===== src/rtl/frv_timer_bank_pkg.sv =====
// Shared definitions for the timer bank: register map offsets, CTRL bit
// positions, channel geometry and the CTRL read-back helper.
package frv_timer_bank_pkg;

  localparam int MAX_NCMP  = 8;
  localparam int CH_STRIDE = 16;

  localparam logic [31:0] OFF_MTIME_LO = 32'h0000_0000;
  localparam logic [31:0] OFF_MTIME_HI = 32'h0000_0004;
  localparam logic [31:0] OFF_PRESCALE = 32'h0000_0008;
  localparam logic [31:0] OFF_STATUS   = 32'h0000_000C;
  localparam logic [31:0] OFF_CH_BASE  = 32'h0000_0010;

  localparam int CTRL_EN       = 0;
  localparam int CTRL_PERIODIC = 1;

  typedef enum logic [1:0] {
    CH_CMP_LO = 2'd0,
    CH_CMP_HI = 2'd1,
    CH_CTRL   = 2'd2,
    CH_PERIOD = 2'd3
  } ch_reg_e;

  function automatic logic [31:0] ctrl_word(input logic en, input logic periodic);
    logic [31:0] w;
    w = 32'd0;
    w[CTRL_EN]       = en;
    w[CTRL_PERIODIC] = periodic;
    return w;
  endfunction

endpackage


===== src/rtl/frv_timer_bank_if.sv =====
// MMIO bus between the core's peripheral port (master) and the timer bank (slave).
interface frv_timer_bank_if;
  logic        mmio_en;
  logic        mmio_wen;
  logic [31:0] mmio_addr;
  logic [31:0] mmio_wdata;
  logic [31:0] mmio_rdata;
  logic        mmio_error;

  modport master (
    output mmio_en, mmio_wen, mmio_addr, mmio_wdata,
    input  mmio_rdata, mmio_error
  );

  modport slave (
    input  mmio_en, mmio_wen, mmio_addr, mmio_wdata,
    output mmio_rdata, mmio_error
  );
endinterface


===== src/rtl/frv_timer_bank_cmp.sv =====
// One compare channel: cmp/CTRL/PERIOD registers, sticky pending bit and the
// registered interrupt line.
module frv_timer_cmp
  import frv_timer_bank_pkg::*;
#(
  parameter logic [63:0] CMP_RESET = 64'hFFFF_FFFF_FFFF_FFFF,
  parameter logic        EN_RESET  = 1'b0
) (
  input  logic        i_clk,
  input  logic        i_rstn,
  input  logic [63:0] i_mtime,
  input  logic        i_wr_lo,
  input  logic        i_wr_hi,
  input  logic        i_wr_ctrl,
  input  logic        i_wr_period,
  input  logic [31:0] i_wdata,
  input  logic        i_w1c,
  output logic [63:0] o_cmp,
  output logic        o_en,
  output logic        o_periodic,
  output logic [31:0] o_period,
  output logic        o_pending,
  output logic        o_irq
);

  logic [63:0] r_cmp;
  logic        r_en;
  logic        r_periodic;
  logic [31:0] r_period;
  logic        r_pending;
  logic        r_irq;

  logic        w_match;
  logic [63:0] w_cmp_nxt;
  logic        w_pend_nxt;
  logic        w_en_nxt;

  // A CMP write suppresses this cycle's set/reload; a set beats a W1C clear.
  always_comb begin
    w_match    = r_en && (i_mtime >= r_cmp);
    w_cmp_nxt  = r_cmp;
    w_pend_nxt = r_pending;
    w_en_nxt   = r_en;
    if (i_wr_lo) begin
      w_cmp_nxt = {r_cmp[63:32], i_wdata};
    end else if (i_wr_hi) begin
      w_cmp_nxt = {i_wdata, r_cmp[31:0]};
    end else if (w_match && r_periodic) begin
      w_cmp_nxt = r_cmp + {32'd0, r_period};
    end else begin
      w_cmp_nxt = r_cmp;
    end
    if (i_wr_lo || i_wr_hi) begin
      w_pend_nxt = 1'b0;
    end else if (w_match) begin
      w_pend_nxt = 1'b1;
    end else if (i_w1c) begin
      w_pend_nxt = 1'b0;
    end else begin
      w_pend_nxt = r_pending;
    end
    if (i_wr_ctrl) begin
      w_en_nxt = i_wdata[CTRL_EN];
    end else begin
      w_en_nxt = r_en;
    end
  end

  // Channel state registers; the interrupt is registered from next-state values.
  always_ff @(posedge i_clk) begin
    if (!i_rstn) begin
      r_cmp      <= CMP_RESET;
      r_en       <= EN_RESET;
      r_periodic <= 1'b0;
      r_period   <= 32'd0;
      r_pending  <= 1'b0;
      r_irq      <= 1'b0;
    end else begin
      r_cmp     <= w_cmp_nxt;
      r_en      <= w_en_nxt;
      r_pending <= w_pend_nxt;
      r_irq     <= w_pend_nxt && w_en_nxt;
      if (i_wr_ctrl) r_periodic <= i_wdata[CTRL_PERIODIC];
      if (i_wr_period) r_period <= i_wdata;
    end
  end

  assign o_cmp      = r_cmp;
  assign o_en       = r_en;
  assign o_periodic = r_periodic;
  assign o_period   = r_period;
  assign o_pending  = r_pending;
  assign o_irq      = r_irq;

endmodule


===== src/rtl/frv_timer_bank.sv =====
// Timer bank top: mtime with prescaler, NCMP compare channels, cycle/instret
// counters and the MMIO decode/read path.
module frv_timer_bank
  import frv_timer_bank_pkg::*;
#(
  parameter logic [31:0] MMIO_BASE_ADDR      = 32'h0000_1000,
  parameter logic [31:0] MMIO_BASE_MASK      = 32'hFFFF_F000,
  parameter int          NCMP                = 2,
  parameter int          PRESCALE_W          = 8,
  parameter logic [63:0] MMIO_MTIMECMP_RESET = 64'hFFFF_FFFF_FFFF_FFFF
) (
  input  logic              g_clk,
  input  logic              g_resetn,
  input  logic              instr_ret,
  input  logic              inhibit_cy,
  input  logic              inhibit_tm,
  input  logic              inhibit_ir,
  frv_timer_bank_if.slave   mmio,
  output logic [NCMP-1:0]   timer_interrupt,
  output logic [63:0]       ctr_time,
  output logic [63:0]       ctr_cycle,
  output logic [63:0]       ctr_instret
);

  logic [63:0]           r_mtime;
  logic [PRESCALE_W-1:0] r_pc;
  logic [PRESCALE_W-1:0] r_prescale;
  logic [63:0]           r_cycle;
  logic [63:0]           r_instret;
  logic [31:0]           r_rdata;
  logic                  r_error;

  logic [31:0] w_off;
  logic        w_in_win;
  logic        w_aligned;
  logic [27:0] w_slot;
  logic        w_is_ch;
  logic [2:0]  w_ch_sel;
  ch_reg_e     w_ch_reg;
  logic        w_sel_mlo, w_sel_mhi, w_sel_pre, w_sel_stat;
  logic        w_err;
  logic        w_wr;
  logic        w_tick;
  logic [31:0] w_rd;

  logic [MAX_NCMP-1:0][63:0] w_cmp;
  logic [MAX_NCMP-1:0][31:0] w_period;
  logic [MAX_NCMP-1:0]       w_en;
  logic [MAX_NCMP-1:0]       w_periodic;
  logic [MAX_NCMP-1:0]       w_pending;

  assign w_off      = mmio.mmio_addr & ~MMIO_BASE_MASK;
  assign w_in_win   = (mmio.mmio_addr & MMIO_BASE_MASK) == (MMIO_BASE_ADDR & MMIO_BASE_MASK);
  assign w_aligned  = (w_off[1:0] == 2'b00);
  // Offsets below the channel block underflow and fall outside the channel range.
  assign w_slot     = w_off[31:4] - OFF_CH_BASE[31:4];
  assign w_is_ch    = (w_slot < 28'(NCMP));
  assign w_ch_sel   = w_slot[2:0];
  assign w_ch_reg   = ch_reg_e'(w_off[3:2]);
  assign w_sel_mlo  = (w_off[31:2] == OFF_MTIME_LO[31:2]);
  assign w_sel_mhi  = (w_off[31:2] == OFF_MTIME_HI[31:2]);
  assign w_sel_pre  = (w_off[31:2] == OFF_PRESCALE[31:2]);
  assign w_sel_stat = (w_off[31:2] == OFF_STATUS[31:2]);
  assign w_err      = !(w_in_win && w_aligned && (w_sel_mlo || w_sel_mhi || w_sel_pre || w_sel_stat || w_is_ch));
  assign w_wr       = mmio.mmio_en && mmio.mmio_wen && !w_err;
  assign w_tick     = (r_pc == r_prescale) && !inhibit_tm;

  for (genvar gi = 0; gi < MAX_NCMP; gi++) begin : g_ch
    if (gi < NCMP) begin : g_on
      logic w_hit;
      assign w_hit = w_wr && w_is_ch && (w_ch_sel == 3'(gi));
      frv_timer_cmp #(
        .CMP_RESET (MMIO_MTIMECMP_RESET),
        .EN_RESET  ((gi == 0) ? 1'b1 : 1'b0)
      ) u_cmp (
        .i_clk       (g_clk),
        .i_rstn      (g_resetn),
        .i_mtime     (r_mtime),
        .i_wr_lo     (w_hit && (w_ch_reg == CH_CMP_LO)),
        .i_wr_hi     (w_hit && (w_ch_reg == CH_CMP_HI)),
        .i_wr_ctrl   (w_hit && (w_ch_reg == CH_CTRL)),
        .i_wr_period (w_hit && (w_ch_reg == CH_PERIOD)),
        .i_wdata     (mmio.mmio_wdata),
        .i_w1c       (w_wr && w_sel_stat && mmio.mmio_wdata[gi]),
        .o_cmp       (w_cmp[gi]),
        .o_en        (w_en[gi]),
        .o_periodic  (w_periodic[gi]),
        .o_period    (w_period[gi]),
        .o_pending   (w_pending[gi]),
        .o_irq       (timer_interrupt[gi])
      );
    end else begin : g_off
      assign w_cmp[gi]      = 64'd0;
      assign w_period[gi]   = 32'd0;
      assign w_en[gi]       = 1'b0;
      assign w_periodic[gi] = 1'b0;
      assign w_pending[gi]  = 1'b0;
    end
  end

  // Read mux: pre-write register state, zero on a decode error.
  always_comb begin
    w_rd = 32'd0;
    if (w_err) begin
      w_rd = 32'd0;
    end else if (w_sel_mlo) begin
      w_rd = r_mtime[31:0];
    end else if (w_sel_mhi) begin
      w_rd = r_mtime[63:32];
    end else if (w_sel_pre) begin
      w_rd = 32'(r_prescale);
    end else if (w_sel_stat) begin
      w_rd = 32'(w_pending);
    end else begin
      case (w_ch_reg)
        CH_CMP_LO: w_rd = w_cmp[w_ch_sel][31:0];
        CH_CMP_HI: w_rd = w_cmp[w_ch_sel][63:32];
        CH_CTRL:   w_rd = ctrl_word(w_en[w_ch_sel], w_periodic[w_ch_sel]);
        CH_PERIOD: w_rd = w_period[w_ch_sel];
        default:   w_rd = 32'd0;
      endcase
    end
  end

  // Time base: software writes to mtime beat the tick and restart the prescaler.
  always_ff @(posedge g_clk) begin
    if (!g_resetn) begin
      r_mtime    <= 64'd0;
      r_pc       <= '0;
      r_prescale <= '0;
    end else begin
      if (w_wr && w_sel_mlo) r_mtime[31:0] <= mmio.mmio_wdata;
      else if (w_wr && w_sel_mhi) r_mtime[63:32] <= mmio.mmio_wdata;
      else if (w_tick) r_mtime <= r_mtime + 64'd1;
      if (w_wr && (w_sel_mlo || w_sel_mhi || w_sel_pre)) r_pc <= '0;
      else if (w_tick) r_pc <= '0;
      else if (!inhibit_tm) r_pc <= r_pc + PRESCALE_W'(1);
      if (w_wr && w_sel_pre) r_prescale <= mmio.mmio_wdata[PRESCALE_W-1:0];
    end
  end

  // CSR counters and the registered MMIO response.
  always_ff @(posedge g_clk) begin
    if (!g_resetn) begin
      r_cycle   <= 64'd0;
      r_instret <= 64'd0;
      r_rdata   <= 32'd0;
      r_error   <= 1'b0;
    end else begin
      if (!inhibit_cy) r_cycle <= r_cycle + 64'd1;
      if (instr_ret && !inhibit_ir) r_instret <= r_instret + 64'd1;
      if (mmio.mmio_en) begin
        r_rdata <= w_rd;
        r_error <= w_err;
      end
    end
  end

  assign ctr_time        = r_mtime;
  assign ctr_cycle       = r_cycle;
  assign ctr_instret     = r_instret;
  assign mmio.mmio_rdata = r_rdata;
  assign mmio.mmio_error = r_error;

endmodule


===== src/flat_wrapper.sv =====
// flat-port wrapper written by rule: the top's interface ports become plain ports
module frv_timer_bank_flat import frv_timer_bank_pkg::*;
#(
  parameter logic [31:0] MMIO_BASE_ADDR      = 32'h0000_1000,
  parameter logic [31:0] MMIO_BASE_MASK      = 32'hFFFF_F000,
  parameter int          NCMP                = 2,
  parameter int          PRESCALE_W          = 8,
  parameter logic [63:0] MMIO_MTIMECMP_RESET = 64'hFFFF_FFFF_FFFF_FFFF
)
  (g_clk, g_resetn, instr_ret, inhibit_cy, inhibit_tm, inhibit_ir, timer_interrupt, ctr_time, ctr_cycle, ctr_instret, mmio_mmio_en, mmio_mmio_wen, mmio_mmio_addr, mmio_mmio_wdata, mmio_mmio_rdata, mmio_mmio_error);
  frv_timer_bank_if mmio_i ();
  input  logic g_clk;
  input  logic g_resetn;
  input  logic instr_ret;
  input  logic inhibit_cy;
  input  logic inhibit_tm;
  input  logic inhibit_ir;
  output logic [NCMP-1:0] timer_interrupt;
  output logic [63:0] ctr_time;
  output logic [63:0] ctr_cycle;
  output logic [63:0] ctr_instret;
  input wire logic [$bits(mmio_i.mmio_en)-1:0] mmio_mmio_en;
  input wire logic [$bits(mmio_i.mmio_wen)-1:0] mmio_mmio_wen;
  input wire logic [$bits(mmio_i.mmio_addr)-1:0] mmio_mmio_addr;
  input wire logic [$bits(mmio_i.mmio_wdata)-1:0] mmio_mmio_wdata;
  output wire logic [$bits(mmio_i.mmio_rdata)-1:0] mmio_mmio_rdata;
  output wire logic [$bits(mmio_i.mmio_error)-1:0] mmio_mmio_error;
  assign mmio_i.mmio_en = mmio_mmio_en;
  assign mmio_i.mmio_wen = mmio_mmio_wen;
  assign mmio_i.mmio_addr = mmio_mmio_addr;
  assign mmio_i.mmio_wdata = mmio_mmio_wdata;
  assign mmio_mmio_rdata = mmio_i.mmio_rdata;
  assign mmio_mmio_error = mmio_i.mmio_error;
  frv_timer_bank #(.MMIO_BASE_ADDR(MMIO_BASE_ADDR), .MMIO_BASE_MASK(MMIO_BASE_MASK), .NCMP(NCMP), .PRESCALE_W(PRESCALE_W), .MMIO_MTIMECMP_RESET(MMIO_MTIMECMP_RESET)) u_core (.g_clk(g_clk), .g_resetn(g_resetn), .instr_ret(instr_ret), .inhibit_cy(inhibit_cy), .inhibit_tm(inhibit_tm), .inhibit_ir(inhibit_ir), .mmio(mmio_i), .timer_interrupt(timer_interrupt), .ctr_time(ctr_time), .ctr_cycle(ctr_cycle), .ctr_instret(ctr_instret));
endmodule

===== config.mk =====
export PLATFORM = sky130hd
export DESIGN_NAME = frv_timer_bank_flat
export DESIGN_NICKNAME = d
export VERILOG_FILES = /design/src/rtl/frv_timer_bank_pkg.sv /design/src/rtl/frv_timer_bank_if.sv /design/src/rtl/frv_timer_bank_cmp.sv /design/src/rtl/frv_timer_bank.sv /design/src/flat_wrapper.sv
export SDC_FILE = /design/constraint.sdc
export NUM_CORES = 2
export LEC_CHECK = 0
export ABC_AREA = 1
export BUFFER_PORTS_ARGS = -buffer_cell sky130_fd_sc_hd__clkbuf_2
export CAP_MARGIN = 10
export CORE_MARGIN = 10
export CORE_UTILIZATION = 55
export CTS_CLUSTER_SIZE = 24
export DETAILED_ROUTE_END_ITERATION = 8
export PLACE_DENSITY_LB_ADDON = 0.05
export SLEW_MARGIN = 20
export SYNTH_ARGS = -nofsm -noshare
export SYNTH_HDL_FRONTEND = slang
export SYNTH_HIERARCHICAL = 1
export SYNTH_SLANG_ARGS = --single-unit

===== constraint.sdc =====
create_clock -name g_clk -period 5.4 [get_ports g_clk]
set_input_delay 1.08 -clock g_clk [delete_from_list [all_inputs] [get_ports g_clk]]
set_output_delay 1.08 -clock g_clk [all_outputs]
set_load 0.005 [all_outputs]

### After elaboration in Yosys (flattened, before gate mapping)

Index checks and enable logic that the tools add are counted.

* register bits after elaboration: 441
* output and inout port bits: 227

* add/subtract/negate cells: 7
* order comparisons: 4
* equal/unequal tests: 12
* mux-type cells: 32
* bitwise logic cells: 4
* reduce and logical (&&, ||, !) cells: 56

Operator list (count)
* 64-bit two-way mux: 6
* 32-bit two-way mux: 11
* 64-bit by 1-bit adder with 64-bit output (second input constant): 3
* 64-bit binary-select mux with 3-bit select: 1
* 64-bit by 32-bit adder with 64-bit output: 2
* 64-bit greater-or-equal comparator: 2
* 32-bit case mux with 4 select lines: 1
* 32-bit binary-select mux with 3-bit select: 1
* 1-bit logical AND: 30
* 30-bit logical NOT: 1
* 28-bit by 2-bit less-than comparator with 1-bit output (second input constant): 1
* 10-bit by 2-bit equality test with 1-bit output (second input constant): 2
* 20-bit by 1-bit equality test with 1-bit output (second input constant): 1
* 2-bit AND reduction: 6
* 2-bit nonzero test: 6
* 10-bit by 1-bit equality test with 1-bit output (second input constant): 1
* 1-bit two-way mux: 10
* 8-bit by 1-bit subtractor with 9-bit output (second input constant): 1
* 8-bit by 1-bit adder with 8-bit output (second input constant): 1
* 8-bit equality test: 1
* 1-bit binary-select mux with 3-bit select: 2
* 1-bit logical OR: 6
* 2-bit equality test (second input constant): 2
* 2-bit logical NOT: 2
* other kinds (9): 15

### Longest topological paths before layout

* word-level depth: 13
* depth in mapped cells: 26

### By module

The synthesis kept the hierarchy.

Modules (own cells, without submodules)
* frv_timer_bank: times used 1, cells each 2976, area an instance 17317.9 um^2, sequential area each 4824.6 um^2
* frv_timer_cmp at u_core.g_ch[1].g_on.u_cmp: times used 1, cells each 1772, area an instance 9912.0 um^2, sequential area each 2001.9 um^2
* frv_timer_cmp at u_core.g_ch[0].g_on.u_cmp: times used 1, cells each 1771, area an instance 9909.5 um^2, sequential area each 2001.9 um^2

### Least setup slack after synthesis

Ideal clock, no wire load.

* path kind: input -> register
* from: input port mmio_mmio_addr[4]
* to: register u_core.g_ch[0].g_on.u_cmp.r_cmp[17]
* library setup time: 134 ps
* arrival time: 4489 ps
* path slack: 777 ps
* stages: 24
* path buffers: 6
* cells stage by stage: buf_2 -> inv_2 -> clkbuf_1 -> buf_1 -> ha_1 -> inv_1 -> nand2_1 -> nand3_2 -> nor2_2 -> nand3_4 -> nand2_8 -> nand2_4 -> inv_2 -> nand2_2 -> or2_1 -> buf_2 -> nor3_2 -> clkbuf_1 -> clkinv_1 -> nand4_2 -> nand2_1 -> buf_4 -> nand2_1 -> nand3_1

* word-level cells in the longest chain between the ends: 12
* elaborated cells between the ends (all ways): 21

Ends and longest elaborated chain
* start, declared: line flat_wrapper.sv:24 `input wire logic [$bits(mmio_i.mmio_addr)-1:0] mmio_mmio_addr;`
* parallel branches: the longest is 8 deep, another holds 28-bit by 2-bit less-than comparator with 1-bit output
* 1-bit logical AND *: line frv_timer_bank.sv:71 `assign w_hit = w_wr && w_is_ch && (w_ch_sel == 3'(gi));`
* 1-bit logical AND (on tied branches): line frv_timer_bank.sv:79, frv_timer_bank.sv:80
* 2-bit inequality test (no line) or 2-bit nonzero test (tied branches)
* 2-bit AND reduction (no line)
* end signal, assigned: line frv_timer_bank_cmp.sv:79 `r_cmp <= w_cmp_nxt;`
* end, declared: line frv_timer_bank_cmp.sv:26 `logic [63:0] r_cmp;`

Mark *: on every way between the ends.
A chain may end at the register's enable or synchronous reset.

### Worst setup path after layout

* from: input port mmio_mmio_addr[5]
* to: register u_core.g_ch[0].g_on.u_cmp.r_cmp[50]

* word-level cells in the longest chain between the ends: 12
* elaborated cells between the ends (all ways): 21

Ends and longest elaborated chain (line)
* parallel branches: the longest is 8 deep, another holds 28-bit by 2-bit less-than comparator with 1-bit output
* 1-bit logical AND *: frv_timer_bank.sv:71
* 1-bit logical AND (on tied branches): frv_timer_bank.sv:80, frv_timer_bank.sv:79
* 2-bit nonzero test (no line) or 1-bit inverter (tied branches)
* 2-bit AND reduction (no line)

Mark *: on every way between the ends. The select of a mux whose other input is x is not followed.

==> key figures <==
Detailed routing
  – DRT Wirelength: 184 mm
  – Starting DRC count in detailed routing: 7030
  – Routed vias: 46400
  – Routed WL per cell: 24.1 um
  – Vias per inst: 6.07
  – Drt pass-1 iters: 7
  – Post-route antenna net violation count: 0
  – Drt drc: 18

Placed design
  – Setup WS pre-CTS: 0.593 ns
  – DP Wirelength: 139 mm
  – Global placement routability congestion: 1.12
  – Area after DPL: 39200 um2
  – IO Port Bufs: 298

Pwr
  – Worst IR Drop VDD: 0.254 mV
  – Int Power: 0.00568 W
  – Logic pwr share: 0.093
  – Clock power frac: 0.481
  – Switching Share: 0.291
  – Leakage power: 21.7 nW
  – Sequential Power Share: 0.426
  – P_sw: 0.00233 W
  – PwrDens: 195 nW/um2

Synth
  – Synth Area in Compound Gates: 0.111
  – Predominant post-synthesis flop cell: dfxtp_1
  – EDFF count, synth: 0
  – Syn_nets: 6793
  – Synth Warn #: 6
  – Post-synthesis xor/xnor area fraction: 0.0236
  – Post-synth ARST share: 0
  – Adder-Cell Fraction of Synth Area: 0.0685
  – Synth Area per Inst: 5.70 um2
  – Mux cell area share after synthesis: 0
  – Largest family of logic cells by synthesized area: simple AND/OR/NAND/NOR gates
  – Distinct cells, synth: 52
  – Simple-gate share of the synthesized area: 0.449
  – Post-Syn Area: 37100 um2
  – Post-synthesis sequential area ratio: 0.238
  – Seq cells post-synth: 441
  – Mapped Cells: 6519

Timing
  – RSZ-0062 raised after global routing: false
  – Fmax: 231 MHz
  – Worst Skew: 0.0405 ns
  – Slew HR: 0.203
  – Final setup viols: 0
  – Setup WS post-layout: 1.08 ns
  – Hold Vio Cnt, Final: 0
  – Crit path time final: 4.32 ns
  – Final period util: 0.801
  – Final Max Slew Viols: 0
  – Fin Setup TNS: 0 ns
  – Worst slew pin tran: 1.18 ns

Clock tree
  – H-Tree Depth: 2
  – Resize count post-CTS: 0
  – Clock Pin Slew Worst Setup and Hold Paths: 0.06 ns
  – Sink Count: 441
  – Total CTS buffers: 52
  – CTS Hold Bufs: 0
  – Clk_lat worst skew: 0.66 ns
  – Post-CTS Setup Bufs: 0
  – CTS Root Cell: clkbuf_16
  – CTS tree: yes
  – Clock tree buffer depth: 3

Finish
  – Commonest non-fill, non-tap cell in the layout: nand2_1
  – Most frequent cells in the layout: nand2_1 (2015), nor2_1 (921), inv_1 (832)
  – Fin util: 0.612
  – Synthesis-to-layout area growth: 10.6%
  – Area taken by multi-input logic gates: 24200 um2
  – Reg area: 8830 um2
  – Finished Cell Area: 41100 um2
  – Nets: 6986
  – Share of cells above drive strength 1: 0.0792
  – Fill count: 6815

Floorplanning
  – Die Y: 280 um
  – IO Pins: 299
  – Chip width: 280 um
  – Initial Utilization: 0.554
  – Core Footprint: 67000 um2
  – Row Count: 95
  – Die area: 78300 um2

GRT
  – First-pass GRT wire length: 266 mm
  – Vias in the first global route: 42000
  – Initial antenna violation count: 21
  – GRT Util Overall: 0.449
  – Largest net degree at the start of global routing: 149
  – Remaining Overflow, GRT: 0

Hold path
  – Hold crit path type: flop to flop
  – Hold path startpoint: u_core/mmio.mmio_rdata[24]
  – Worst hold stages: 2

Critical path
  – R2R Path End: u_core/g_ch[0].g_on.u_cmp/o_cmp[50]
  – Critical Path Start: mmio_mmio_addr[5]
  – CP required: 5.88 ns
  – Critical path peak fanout: 55
  – Worst setup endpoint: u_core/g_ch[0].g_on.u_cmp/o_cmp[50]
  – CP startpoint kind: input pin
  – R2r setup slk: 1.86 ns
  – Setup Crit Path Kind: input pin to flop
  – Arr. time, crit path: 4.80 ns
  – Worst setup EP type: flop
  – Worst R2R Start: u_core/g_ch[0].g_on.u_cmp/o_cmp[7]
  – R2r worst-path depth: 17

Run
  – Total of max-cap violations: 0

Status
  – Failing checks: design-rule violations
  – Status: complete, but fails checks
==> synthesized netlist by cell type (4+ instances only) <==
cell type  count  share of area
nor2_1       923          0.093
nor3_1       148          0.020
nand2_1     2015           0.20
nand2_4        7         0.0021
nor3b_1        6         0.0012
nand4_2        4         0.0013
nand3_1      602          0.081
a21o_1        14         0.0028
buf_4         17         0.0034
nor2_2        22         0.0037
nand3_2        5         0.0013
a21oi_1      341          0.046
buf_6          7         0.0021
nor4_1         5        0.00084
and2_1        10         0.0017
o21a_1        12         0.0024
nand4_1      127          0.021
o21ai_0      327          0.044
a21boi_0       4        0.00081
buf_1          9        0.00091
nand2_2        7         0.0012
xor2_1        78          0.018
inv_2         17         0.0017
nand3b_1      21         0.0042
xnor2_1       22         0.0052
dfxtp_1      441           0.24
o21bai_1       4        0.00081
nor3_2        11         0.0030
ha_1         200          0.067
clkbuf_1     140          0.014
and3_1         6         0.0010
or2_2         13         0.0022
o21ai_1       19         0.0026
inv_1        835          0.084
buf_2         29         0.0039
nand4_4        4         0.0023
o221ai_1      24         0.0057
a31oi_1       15         0.0025
==> cell type report <==
cell class,instances,area share
Timing Repair Buffer,341,0.0450
Clock buffer,65,0.0346
Clock inverter,31,0.00966
Inverter,855,0.0782
Sequential cell,441,0.215
Antenna cell,14,0.000853
Tap cell,873,0.0266
Multi-Input combinational cell,5021,0.590
==> worst min-delay path by stage <==
stage                                             to
after floorplan            u_core/mmio.mmio_rdata[0]
after global placement    u_core/mmio.mmio_rdata[20]
after detailed placement  u_core/mmio.mmio_rdata[24]
after CTS                 u_core/mmio.mmio_rdata[24]
after global routing       u_core/mmio.mmio_rdata[5]
final                     u_core/mmio.mmio_rdata[24]
==> worst max-delay path, stage by stage <==
cell and delay (ns):
clkbuf_2 0.09, inv_1 0.13, ha_1 0.26, nand2_1 0.11, nand3_2 0.13, nor2_2 0.07, nand3_4 0.12, nand2_8 0.10
nand2_4 0.08, inv_2 0.05, nand2_2 0.10, or2_1 0.54, buf_4 0.28, nor3_4 0.04, buf_4 0.20, inv_2 0.17
buf_4 0.62, nand2_4 0.38, nand2_1 0.14, nand3_1 0.08
==> power by group through the flow <==
| stage | clock [W] | combinational [W] | sequential (W) |
|---|---|---|---|
| after global routing | 0.00398 | 0.000774 | 0.00340 |
| final | 0.00386 | 0.000746 | 0.00341 |
| after floorplan | 0 | 0.000348 | 0.00341 |
| after global placement | 0 | 0.000678 | 0.00347 |
| after detailed placement | 0 | 0.000687 | 0.00347 |
| after CTS | 0.00384 | 0.000690 | 0.00340 |
==> per-layer routing <==
layer  GRT usage  vias up  wire length (um)
met3       0.173      914             27800
met1       0.523    20700             64600
met5           0        -               165
li1            -    21300                 -
met4       0.360       24             17600
met2       0.649     3479             73800
==> cells by family (layout without fill, tap and decap cells) <==
kind of cell / after synthesis / after routing
XOR/XNOR: 100 / 100
adder cells (fa/ha/maj): 202 / 202
AND/OR/NAND/NOR: 3946 / 3946
other: 0 / 14
flip-flops: 441 / 441
AO/OA/AOI/OAI: 773 / 773
buffers and inverters: 1057 / 1292
==> through the flow <==
step / cells / hold WS, ns / total power (W)
after floorplan: 6519 / 0.460 / 0.00376
after global routing: 7628 / 0.481 / 0.00815
after detailed placement: 7531 / 0.455 / 0.00416
after CTS: 7627 / 0.463 / 0.00793
after global placement: 7531 / 0.451 / 0.00415
final: 7641 / 0.464 / 0.00801
==> registers in the layout (all words and copies together), names as in the netlist <==
register                           count
u_core/ctr_cycle                      64
u_core/ctr_instret                    64
u_core/ctr_time                       64
u_core/g_ch.g_on.u_cmp/o_cmp         128
u_core/g_ch.g_on.u_cmp/o_en            2
u_core/g_ch.g_on.u_cmp/o_irq           2
u_core/g_ch.g_on.u_cmp/o_pending       2
u_core/g_ch.g_on.u_cmp/o_period       64
u_core/g_ch.g_on.u_cmp/o_periodic      2
u_core/mmio.mmio_error                 1
u_core/mmio.mmio_rdata                32
u_core/r_pc                            8
u_core/r_prescale                      8
Note: power is estimated with default switching activity, not from simulation.
